File: src/rtl/press_decoder_if.sv
// Press decoder signal bundle: debounced toggle in, press events and count out.
// master is the debouncer/consumer side, slave is the decoder itself.
interface press_decoder_if #(
  parameter int CW = 8
);
  logic          tog;
  logic          press;
  logic          single_press;
  logic          double_press;
  logic [CW-1:0] press_count;
  logic          busy;

  modport master (
    output tog,
    input  press, single_press, double_press, press_count, busy
  );

  modport slave (
    input  tog,
    output press, single_press, double_press, press_count, busy
  );
endinterface

File: src/rtl/press_decoder.sv
// Turns each debounced toggle into a press pulse, wrap-around count and single/double
// classification; outputs update 2 edges after tog is first sampled, no back-pressure.
module press_decoder #(
  parameter int WINDOW = 20,
  parameter int CW     = 8
) (
  input  logic             clk,
  input  logic             rst,
  press_decoder_if.slave   bus
);

  localparam int TW = $clog2(WINDOW + 1);
  localparam logic [TW:0] W_LIM = (TW + 1)'(WINDOW);

  typedef enum logic {
    IDLE = 1'b0,
    WAIT = 1'b1
  } state_t;

  state_t          r_state;
  state_t          w_state_nxt;
  logic            r_s1;
  logic            r_s2;
  logic            r_s3;
  logic [1:0]      r_arm;
  logic [TW-1:0]   r_timer;
  logic [TW-1:0]   w_timer_nxt;
  logic [TW:0]     w_tmr_inc;
  logic            r_press;
  logic            r_single;
  logic            r_double;
  logic            w_press_nxt;
  logic            w_single_nxt;
  logic            w_double_nxt;
  logic [CW-1:0]   r_count;
  logic            w_evt;

  // Events stay masked until the synchronizer has absorbed the level tog had at reset.
  assign w_evt     = (r_s2 ^ r_s3) && (r_arm == 2'd3);
  assign w_tmr_inc = {1'b0, r_timer} + {{TW{1'b0}}, 1'b1};

  always_ff @(posedge clk or posedge rst) begin
    if (rst) begin
      r_s1  <= 1'b0;
      r_s2  <= 1'b0;
      r_s3  <= 1'b0;
      r_arm <= 2'd0;
    end else begin
      r_s1 <= bus.tog;
      r_s2 <= r_s1;
      r_s3 <= r_s2;
      if (r_arm != 2'd3) begin
        r_arm <= r_arm + 2'd1;
      end
    end
  end

  always_comb begin
    w_state_nxt  = r_state;
    w_timer_nxt  = r_timer;
    w_press_nxt  = 1'b0;
    w_single_nxt = 1'b0;
    w_double_nxt = 1'b0;
    case (r_state)
      IDLE: begin
        w_timer_nxt = '0;
        if (w_evt) begin
          w_press_nxt = 1'b1;
          w_state_nxt = WAIT;
        end
      end
      WAIT: begin
        w_timer_nxt = w_tmr_inc[TW-1:0];
        // An event on the timeout cycle is still a double; it takes priority.
        if (w_evt) begin
          w_press_nxt  = 1'b1;
          w_double_nxt = 1'b1;
          w_state_nxt  = IDLE;
        end else if (w_tmr_inc == W_LIM) begin
          w_single_nxt = 1'b1;
          w_state_nxt  = IDLE;
        end
      end
      default: begin
        w_state_nxt = IDLE;
      end
    endcase
  end

  always_ff @(posedge clk or posedge rst) begin
    if (rst) begin
      r_state  <= IDLE;
      r_timer  <= '0;
      r_press  <= 1'b0;
      r_single <= 1'b0;
      r_double <= 1'b0;
      r_count  <= '0;
    end else begin
      r_state  <= w_state_nxt;
      r_timer  <= w_timer_nxt;
      r_press  <= w_press_nxt;
      r_single <= w_single_nxt;
      r_double <= w_double_nxt;
      if (w_evt) begin
        r_count <= r_count + CW'(1);
      end
    end
  end

  assign bus.press        = r_press;
  assign bus.single_press = r_single;
  assign bus.double_press = r_double;
  assign bus.press_count  = r_count;
  assign bus.busy         = (r_state == WAIT);

endmodule
File: src/flat_wrapper.sv
// flat-port wrapper written by rule: the top's interface ports become plain ports
module press_decoder_flat 
#(
  parameter int WINDOW = 20,
  parameter int CW     = 8
)
  (clk, rst, bus_tog, bus_press, bus_single_press, bus_double_press, bus_press_count, bus_busy);
  press_decoder_if #(.CW(CW)) bus_i ();
  input  logic clk;
  input  logic rst;
  input wire logic [$bits(bus_i.tog)-1:0] bus_tog;
  output wire logic [$bits(bus_i.press)-1:0] bus_press;
  output wire logic [$bits(bus_i.single_press)-1:0] bus_single_press;
  output wire logic [$bits(bus_i.double_press)-1:0] bus_double_press;
  output wire logic [$bits(bus_i.press_count)-1:0] bus_press_count;
  output wire logic [$bits(bus_i.busy)-1:0] bus_busy;
  assign bus_i.tog = bus_tog;
  assign bus_press = bus_i.press;
  assign bus_single_press = bus_i.single_press;
  assign bus_double_press = bus_i.double_press;
  assign bus_press_count = bus_i.press_count;
  assign bus_busy = bus_i.busy;
  press_decoder #(.WINDOW(WINDOW), .CW(CW)) u_core (.clk(clk), .rst(rst), .bus(bus_i));
endmodule
File: config.mk
export PLATFORM = sky130hd
export DESIGN_NAME = press_decoder_flat
export DESIGN_NICKNAME = d
export VERILOG_FILES = /design/src/rtl/press_decoder_if.sv /design/src/rtl/press_decoder.sv /design/src/flat_wrapper.sv
export SDC_FILE = /design/constraint.sdc
export NUM_CORES = 1
export LEC_CHECK = 0
export CAP_MARGIN = 15
export CORE_ASPECT_RATIO = 0.5
export CORE_MARGIN = 2
export CORE_UTILIZATION = 35
export DETAILED_ROUTE_END_ITERATION = 10
export GPL_ROUTABILITY_DRIVEN = 0
export PLACE_DENSITY = 0.54
export SETUP_SLACK_MARGIN = 0.4
export SYNTH_ARGS = -nofsm -noshare
export SYNTH_HDL_FRONTEND = slang
export SYNTH_SLANG_ARGS = --single-unit
export TNS_END_PERCENT = 5
File: constraint.sdc
create_clock -name clk -period 1.85 [get_ports clk]
set_clock_uncertainty 0.2 [all_clocks]
set_input_delay 0.2775 -clock clk [delete_from_list [all_inputs] [get_ports clk]]
set_output_delay 0.2775 -clock clk [all_outputs]
set_load 0.01 [all_outputs]
* After elaboration in Yosys (flattened, before gate mapping) *
Cells that the tools add are included.
W data, S select, Z words.

word-level totals
  flip-flop bits (word level) = 22
  input bits = 3
  word-level logic and storage cells = 28
  output and inout bits = 12

operators by class
  add/sub/neg operators = 3
  bitwise gates (word level) = 2
  reductions and logical operators = 1
  equal/unequal tests = 3
  mux-type cells = 9

operators with widths
  kind                   number
  $pmux W5 S2            1
  $add A8 B1 Y8 const B  1
  $mux W1                7
  $add A5 B1 Y6 const B  1
  $eq A6 B5 Y1 const B   1
  $add A2 B1 Y2 const B  1
  $eq A2 B2 Y1 const B   1
  $ne A2 B2 Y1 const B   1
  $pmux W1 S2            1
  $logic_and A1 B1 Y1    1
  $not A1 Y1             1
  $xor A1 B1 Y1          1

* Logic depth before layout (Yosys ltp) *
  depth after elaboration = 5
  gate-level depth with buffers = 5
  depth with buffers taken out = 4

* Worst setup path after synthesis *
No wires, ideal clock.

  kind = register -> register
  start = register u_core.r_arm[0]
  end = register u_core.r_count[1] (netlist: u_core.bus.press_count[1])
  data arrival time = 1.196 ns
  buffers on the path = 1
  data required time = 1.525 ns
  setup time = 0.125 ns
  path slack = 0.330 ns
  cell stages (with the launch flop) = 6
  path through = dfrtp_1 ha_1 buf_2 inv_1 nor2_2 mux2_2

between the ends
  longest elaborated chain between the ends = 2

RTL lines
  item                    RTL line              text
  from (decl)             press_decoder.sv:25   logic [1:0] r_arm;
  from (signal assigned)  press_decoder.sv:53   r_arm <= r_arm + 2'd1;
  $eq A2 B2 Y1            press_decoder.sv:39   assign w_evt = (r_s2 ^ r_s3) && (r_arm == 2'd3);
  $logic_and A1 B1 Y1     press_decoder.sv:39
  via u_core.w_evt        press_decoder.sv:36   logic w_evt;
  to (signal assigned)    press_decoder.sv:105  r_count <= r_count + CW'(1);
  to (decl)               press_decoder.sv:35   logic [CW-1:0] r_count;

The timed path passes the listed nets, and every way through them passes these cells.
A chain may end at the register's enable or synchronous reset.

* Worst setup path after layout *
  start = register u_core.r_count[1] (netlist: u_core.bus.press_count[1])
  end = output bus_press_count[1]

RTL lines
  item       RTL line            text
  to (decl)  flat_wrapper.sv:15  output wire logic [$bits(bus_i.press_count)-1:0] bus_press_count;

No word-level cell between the ends.

==> impl_metrics.tcl <==
set metrics [dict create \
    status "complete, no violations" \
    cp_max_fo 3 \
    worstMarginPinSlew_ns 0.426 \
    wl_met3_um 63 \
    path_buf_inv 1 \
    grt-ovfl-total 0 \
    cts_tree "built" \
    coreArea_um2 2550 \
    fin_setup_tns_ns 0 \
    ys.flop_type "dfrtp_1" \
    power_density_nw_per_um2 1230 \
    netlist_top_cells_count "22 x dfrtp_1, 10 x xor2_1, 5 x nor2_1, 4 x ha_1, 4 x nand3_1" \
    synth_area_leaders "dfrtp_1 60%, xor2_1 9.5%, ha_1 5.4%" \
    hold_buffers 0 \
    routed_wl_um 1540 \
    path_cells "clkdlybuf4s50_1" \
    drive_above_1_share_pct 15.8 \
    critPathTopFamily "buffers and inverters" \
    synth.cell_area_um2 921 \
    syn_to_final_growth_pct 29.2 \
    maxCapViolations 0 \
    antennaDiodeCount 0 \
    crit_type "register to output pin" \
    pin_count 15 \
    power_mw 1.46 \
    h-tree-depth 1 \
    ys_ff_latch 22 \
    grt_pass1_wl_um 2460 \
    rsz0062_at_grt "yes" \
    slowest_delay_ns 0.55 \
    syn_area_per_cell_um2 12.6 \
    vdd_drop_max_mv 0.640 \
    grt_max_degree 23 \
    cp.depth 1 \
    syn-num-nets 80 \
    start_util_pct 36.1 \
    dp_cells 124 \
    finalCritPeriodShare_pct 89.4 \
    fin_util_pct 46.6 \
    io_buffers 14 \
    ys_async_sr_fraction_pct 100 \
    grt_pass1_vias 556 \
    worstSkewPairLatency_ns 0.26 \
    ys_seq_area_share_pct 59.8 \
    reg2reg_depth 4 \
    track_usage_pct 10.9 \
    synth_edf_count 0 \
    clockBufferDepth 2 \
    drt-initial-drc-count 9 \
    synth_warnings 0 \
    routed.top_layer "met3" \
    synthCells 73 \
    hold_viol 0 \
    drc_errors 0 \
    ys_types 23 \
    timing.final.ws_setup_ns 0.197 \
    wl_met1_um 753 \
    die_x_um 76.5 \
    cts.sinks 22 \
    crit_required_ns 1.37 \
    num_rows 13 \
    fin_cells 132 \
    crit_path_end_kind "output pin" \
    num_vias 583 \
    post_drt_wl_per_cell_um 11.7 \
    antenna_found_initial 0 \
    dpl_worst_slack_ns 0.230 \
    nNetsFinal 104 \
    clock-root-buffer "clkbuf_8" \
    yosysMostFrequentCell "dfrtp_1" \
    relSlewSlack_pct 71.4 \
    viasPerCell 4.42 \
    die_area_um2 3080 \
    synth.top_cell.area_share_pct 59.8 \
    path_clk_slew_ns 0.07 \
    p_leak_nw 0.593 \
    cp-start-kind "register" \
    numCtsBuffers 3 \
    hold_class "input pin to async pin" \
    hpwl_um 1140 \
    route.met2.wl_um 721 \
    cpMaxStageDelayCell "clkdlybuf4s50_1" \
    postRouteAntennaNets 0 \
    cp.arrival_ns 1.18 \
    setup_viol 0 \
    die_h_um 40.3 \
    synth.largest_area_cell "dfrtp_1" \
    dr.pass1.iters 4 \
    fmax_mhz 605 \
    drv_slew 0 \
    post-route-min-period_ns 1.65 \
]
[per-layer routing]
metal | vias to the layer above | track usage (%)
met4 | 0 | 2.73
met5 | - | 0
met1 | 279 | 13.6
met2 | 12 | 17.9
li1 | 292 | -
met3 | 0 | 4.73
[where the power goes]
group	switching [mW]	internal, mW
Sequential	0.0924	0.593
Clock	0.139	0.145
Combinational	0.219	0.273
[layout by cell type (no fill, tap or decap), types with 2 or more instances in the layout]
cell type | synthesis | routed
dlygate4sd2_1 | 0 | 3
nor2_1 | 5 | 5
mux2_2 | 2 | 2
inv_1 | 3 | 3
dfrtp_1 | 22 | 22
xnor2_1 | 2 | 2
nor3_1 | 3 | 3
buf_4 | 0 | 6
nand4_1 | 2 | 2
nand2_1 | 3 | 3
nand3_1 | 4 | 4
and2_1 | 2 | 2
clkdlybuf4s50_1 | 0 | 10
ha_1 | 4 | 3
xor2_1 | 10 | 10
clkbuf_8 | 0 | 3
[worst register-to-register path: stages (launching register included)]
cell and delay [ns]:
dfrtp_1 0.37, ha_2 0.26, nand4_1 0.19, nor3_1 0.28
xor2_1 0.17
[flip-flops by register name, indices dropped and copies added (netlist names)]
| name | cells |
|---|---|
| u_core.r_arm | 2 |
| u_core.bus.single_press | 1 |
| u_core.bus.press_count | 8 |
| u_core.r_s3 | 1 |
| u_core.bus.busy | 1 |
| u_core.bus.press | 1 |
| u_core.r_s2 | 1 |
| u_core.r_timer | 5 |
| u_core.r_s1 | 1 |
| u_core.bus.double_press | 1 |
[layout make-up]
type | instances | area (µm²)
Fill cell | 237 | 1360
Timing Repair Buffer | 20 | 184
Inverter | 3 | 11.3
Multi-Input combinational cell | 47 | 357
Tap cell | 37 | 46.3
Clock buffer | 3 | 41.3
Sequential cell | 22 | 551
[path summary, 6_finish.rpt]
kind / slack, ns / start / to
hold reg to reg: 0.15 / u_core.r_s1 / u_core.r_s2
min in group clk: 0.15 / u_core.r_s1 / u_core.r_s2
setup reg to reg: 0.31 / u_core.r_arm[0] / u_core.bus.press_count[5]
hold / removal: 0.15 / rst / u_core.r_timer[1]
max in group asynchronous: 1.07 / rst / u_core.r_arm[0]
setup / recovery: 0.20 / u_core.bus.press_count[1] / bus_press_count[1]
[through the flow]
step / hold WS, ns / instance area [µm²]
after floorplan: 0.0667 / 927
after CTS: 0.153 / 1170
final: 0.151 / 1190
after global placement: 0.135 / 1110
after detailed placement: 0.137 / 1110
after global routing: 0.164 / 1190
[logic make-up (layout without fill, tap and decap cells)]
logic type,after synthesis,count (layout),share of synthesized area (%)
simple gates,25,25,14.9
flops,22,22,59.8
xor+xnor,13,13,13.2
fa+ha+maj,4,4,5.43
buf+inv,4,26,1.77
mux,3,3,3.53
compound gates,2,2,1.36
[what timing repair did]
item / in CTS / in global routing
hold endpoints to repair: 0 / 0
pin swaps: 0 / 0
setup endpoints to repair: 19 / 21
gates resized for setup: 3 / 2
setup buffers: 3 / 2
No activity file was read; power rests on OpenSTA's default activity.
==> variant, RTL diff (same flow settings) <==
`WINDOW` is set to 20 in 2 places; all go to 30.
--- a/src/rtl/press_decoder.sv
+++ b/src/rtl/press_decoder.sv
@@ -2,5 +2,5 @@
 // classification; outputs update 2 edges after tog is first sampled, no back-pressure.
 module press_decoder #(
-  parameter int WINDOW = 20,
+  parameter int WINDOW = 30,
   parameter int CW     = 8
 ) (
--- a/src/flat_wrapper.sv
+++ b/src/flat_wrapper.sv
@@ -2,5 +2,5 @@
 module press_decoder_flat 
 #(
-  parameter int WINDOW = 20,
+  parameter int WINDOW = 30,
   parameter int CW     = 8
 )
Check against the original RTL: same outputs for any inputs over 10 cycles, from zero or initial values and one cycle with rst high; that may be too few to reach the edited logic, so the function may still have changed.
==> variant against the original RTL <==
  * Synthesized cell count up 4.1%
  * Critical path depth unchanged
  * Cell area up 4.8%
  * Routed wire length up 8.8%
  * Sequential cell count unchanged
  * Critical path type unchanged
  * Highest routed layer is now met4
  * Setup slack better by 8.6 ps
  * Utilization up 1.3 points
  * Total power up 7.3%
  * Count of clock-buffer cells in the layout up 1
  * Sequential power up 0.6%
  * Die area up 4.1%
  * Synthesized area up 4.5%
==> variant: results (changes against the original RTL) <==
| Metric | Value |
|---|---|
| Tightest Hold Check Type | `in2async (unchanged)` |
| Compound-gate portion of the synthesized area | `3.90% (was 1.36%)` |
| Total Wirelength | `1.68 mm (was 1.54 mm)` |
| Clock tree root driver cell | `clkbuf_8 (unchanged)` |
| DP HPWL | `1.20 mm (was 1.14 mm)` |
| Vias in the first global route | `601 (was 556)` |
| Most instantiated cells after synthesis | `22 x dfrtp_1, 10 x xnor2_1 (was 22 x dfrtp_1, 10 x xor2_1, 5 x nor2_1, 4 x ha_1, 4 x nand3_1)` |
| TritonRoute pass-1 iters | `2 (was 4)` |
| Register area share after synthesis | `57.2% (was 59.8%)` |
| Largest net degree at the start of global routing | `23 (unchanged)` |
| Post-synthesis adder-cell area fraction | `5.20% (was 5.43%)` |
| Cell Count Post-Placement | `129 (was 124)` |
| Dominant cells by area after synthesis | `dfrtp_1 57%, xnor2_1 9.1%, ha_1 5.2%, and2_1 2.6%, nand4_1 2.6% (was dfrtp_1 60%, xor2_1 9.5%, ha_1 5.4%, mux2_2 2.4%, nand3_1 2.2%)` |
| First-pass GRT wire length | `2.84 mm (was 2.46 mm)` |
| Comb group | `0.542 mW (was 0.492 mW)` |
| Worst setup path endpoint | `bus_busy (was bus_press_count[1])` |
| Total GRT Usage | `12.3% (was 10.9%)` |
| Crit-path leading delay family | `buffers and inverters (unchanged)` |
| Synth cell types | `27 (was 23)` |
| Syn Nets | `83 (was 80)` |
| CP max-delay cell | `clkdlybuf4s50_1 (unchanged)` |
| Combinational group share of total power | `34.5% (was 33.7%)` |
| Sequential share of power | `44.0% (was 46.9%)` |
| Run status | `completed (unchanged)` |
| R2r endpoint | `u_core.bus.busy (was u_core.bus.press_count[5])` |
| Hold Buf Count CTS | `0 (unchanged)` |
| Final Instance Area | `0.00125 sq mm (was 0.00119 sq mm)` |
| Reg2Reg Setup Slack | `240 ps (was 310 ps)` |
| Syn Area/Cell | `12.7 sq um (was 12.6 sq um)` |
| Starting DRC count in detailed routing | `28 (was 9)` |
| Final nets | `107 (was 104)` |
| Slew margin rel. | `81.7% (was 71.4%)` |
| Layout cells sized above 1 | `19.2% (was 15.8%)` |
| Post-Synth XOR/XNOR Area | `11.7% (was 13.2%)` |
| Critical Path Start | `u_core.bus.busy (was u_core.bus.press_count[1])` |
| Fillers | `233 (was 237)` |
| Multiplexer share of the synthesized area | `2.73% (was 3.53%)` |
| Pint | `1.09 mW (was 1.01 mW)` |
| DR WL/cell | `12.3 um (was 11.7 um)` |
| FF-to-FF Start | `u_core.r_timer[0] (was u_core.r_arm[0])` |
| Peak fanout along the critical path | `2 (was 3)` |
| Lkg Pwr | `0.585 nW (was 0.593 nW)` |
| DR vias | `606 (was 583)` |
| Maximum vdd drop | `797 uV (was 640 uV)` |
| Worst R2R Path Depth | `4 (unchanged)` |
==> variant: changes by cell type in the layout (fill, tap and decap cells not counted), sizes merged, moves of 3 or more <==
cell and delta:
xor2 -8, xnor2 +7, nor2 -6, and4 +3
nor2b +3, nor3 -3
==> variant: final cells by class <==
type	instances	share of cell area [%]
Multi-Input combinational cell	48	31.6
Sequential cell	22	44.1
Timing Repair Buffer	20	14.6
Tap cell	37	3.71
Inverter	5	1.50
Clock buffer	4	4.41
==> variant: stage by stage <==
stage	hold WS [ps]	setup WS, ps
2_1_floorplan	66.7	350
3_3_place_gp	135	273
3_5_place_dp	154	224
4_1_cts	155	186
5_1_grt	174	156
6_report	147	206
==> variant: routing by layer <==
layer  track usage (%)  vias up  routed length [um]
met5                 0        -                   0
met4              3.95        0                   8
met3              4.85        2                  77
met2              22.0       10                 763
met1              14.4      287                 826
li1                  -      307                   -
==> variant: what timing repair did <==
item	CTS	global route
setup endpoints to repair	17	23
setup buffers	3	0
gates resized for setup	4	2
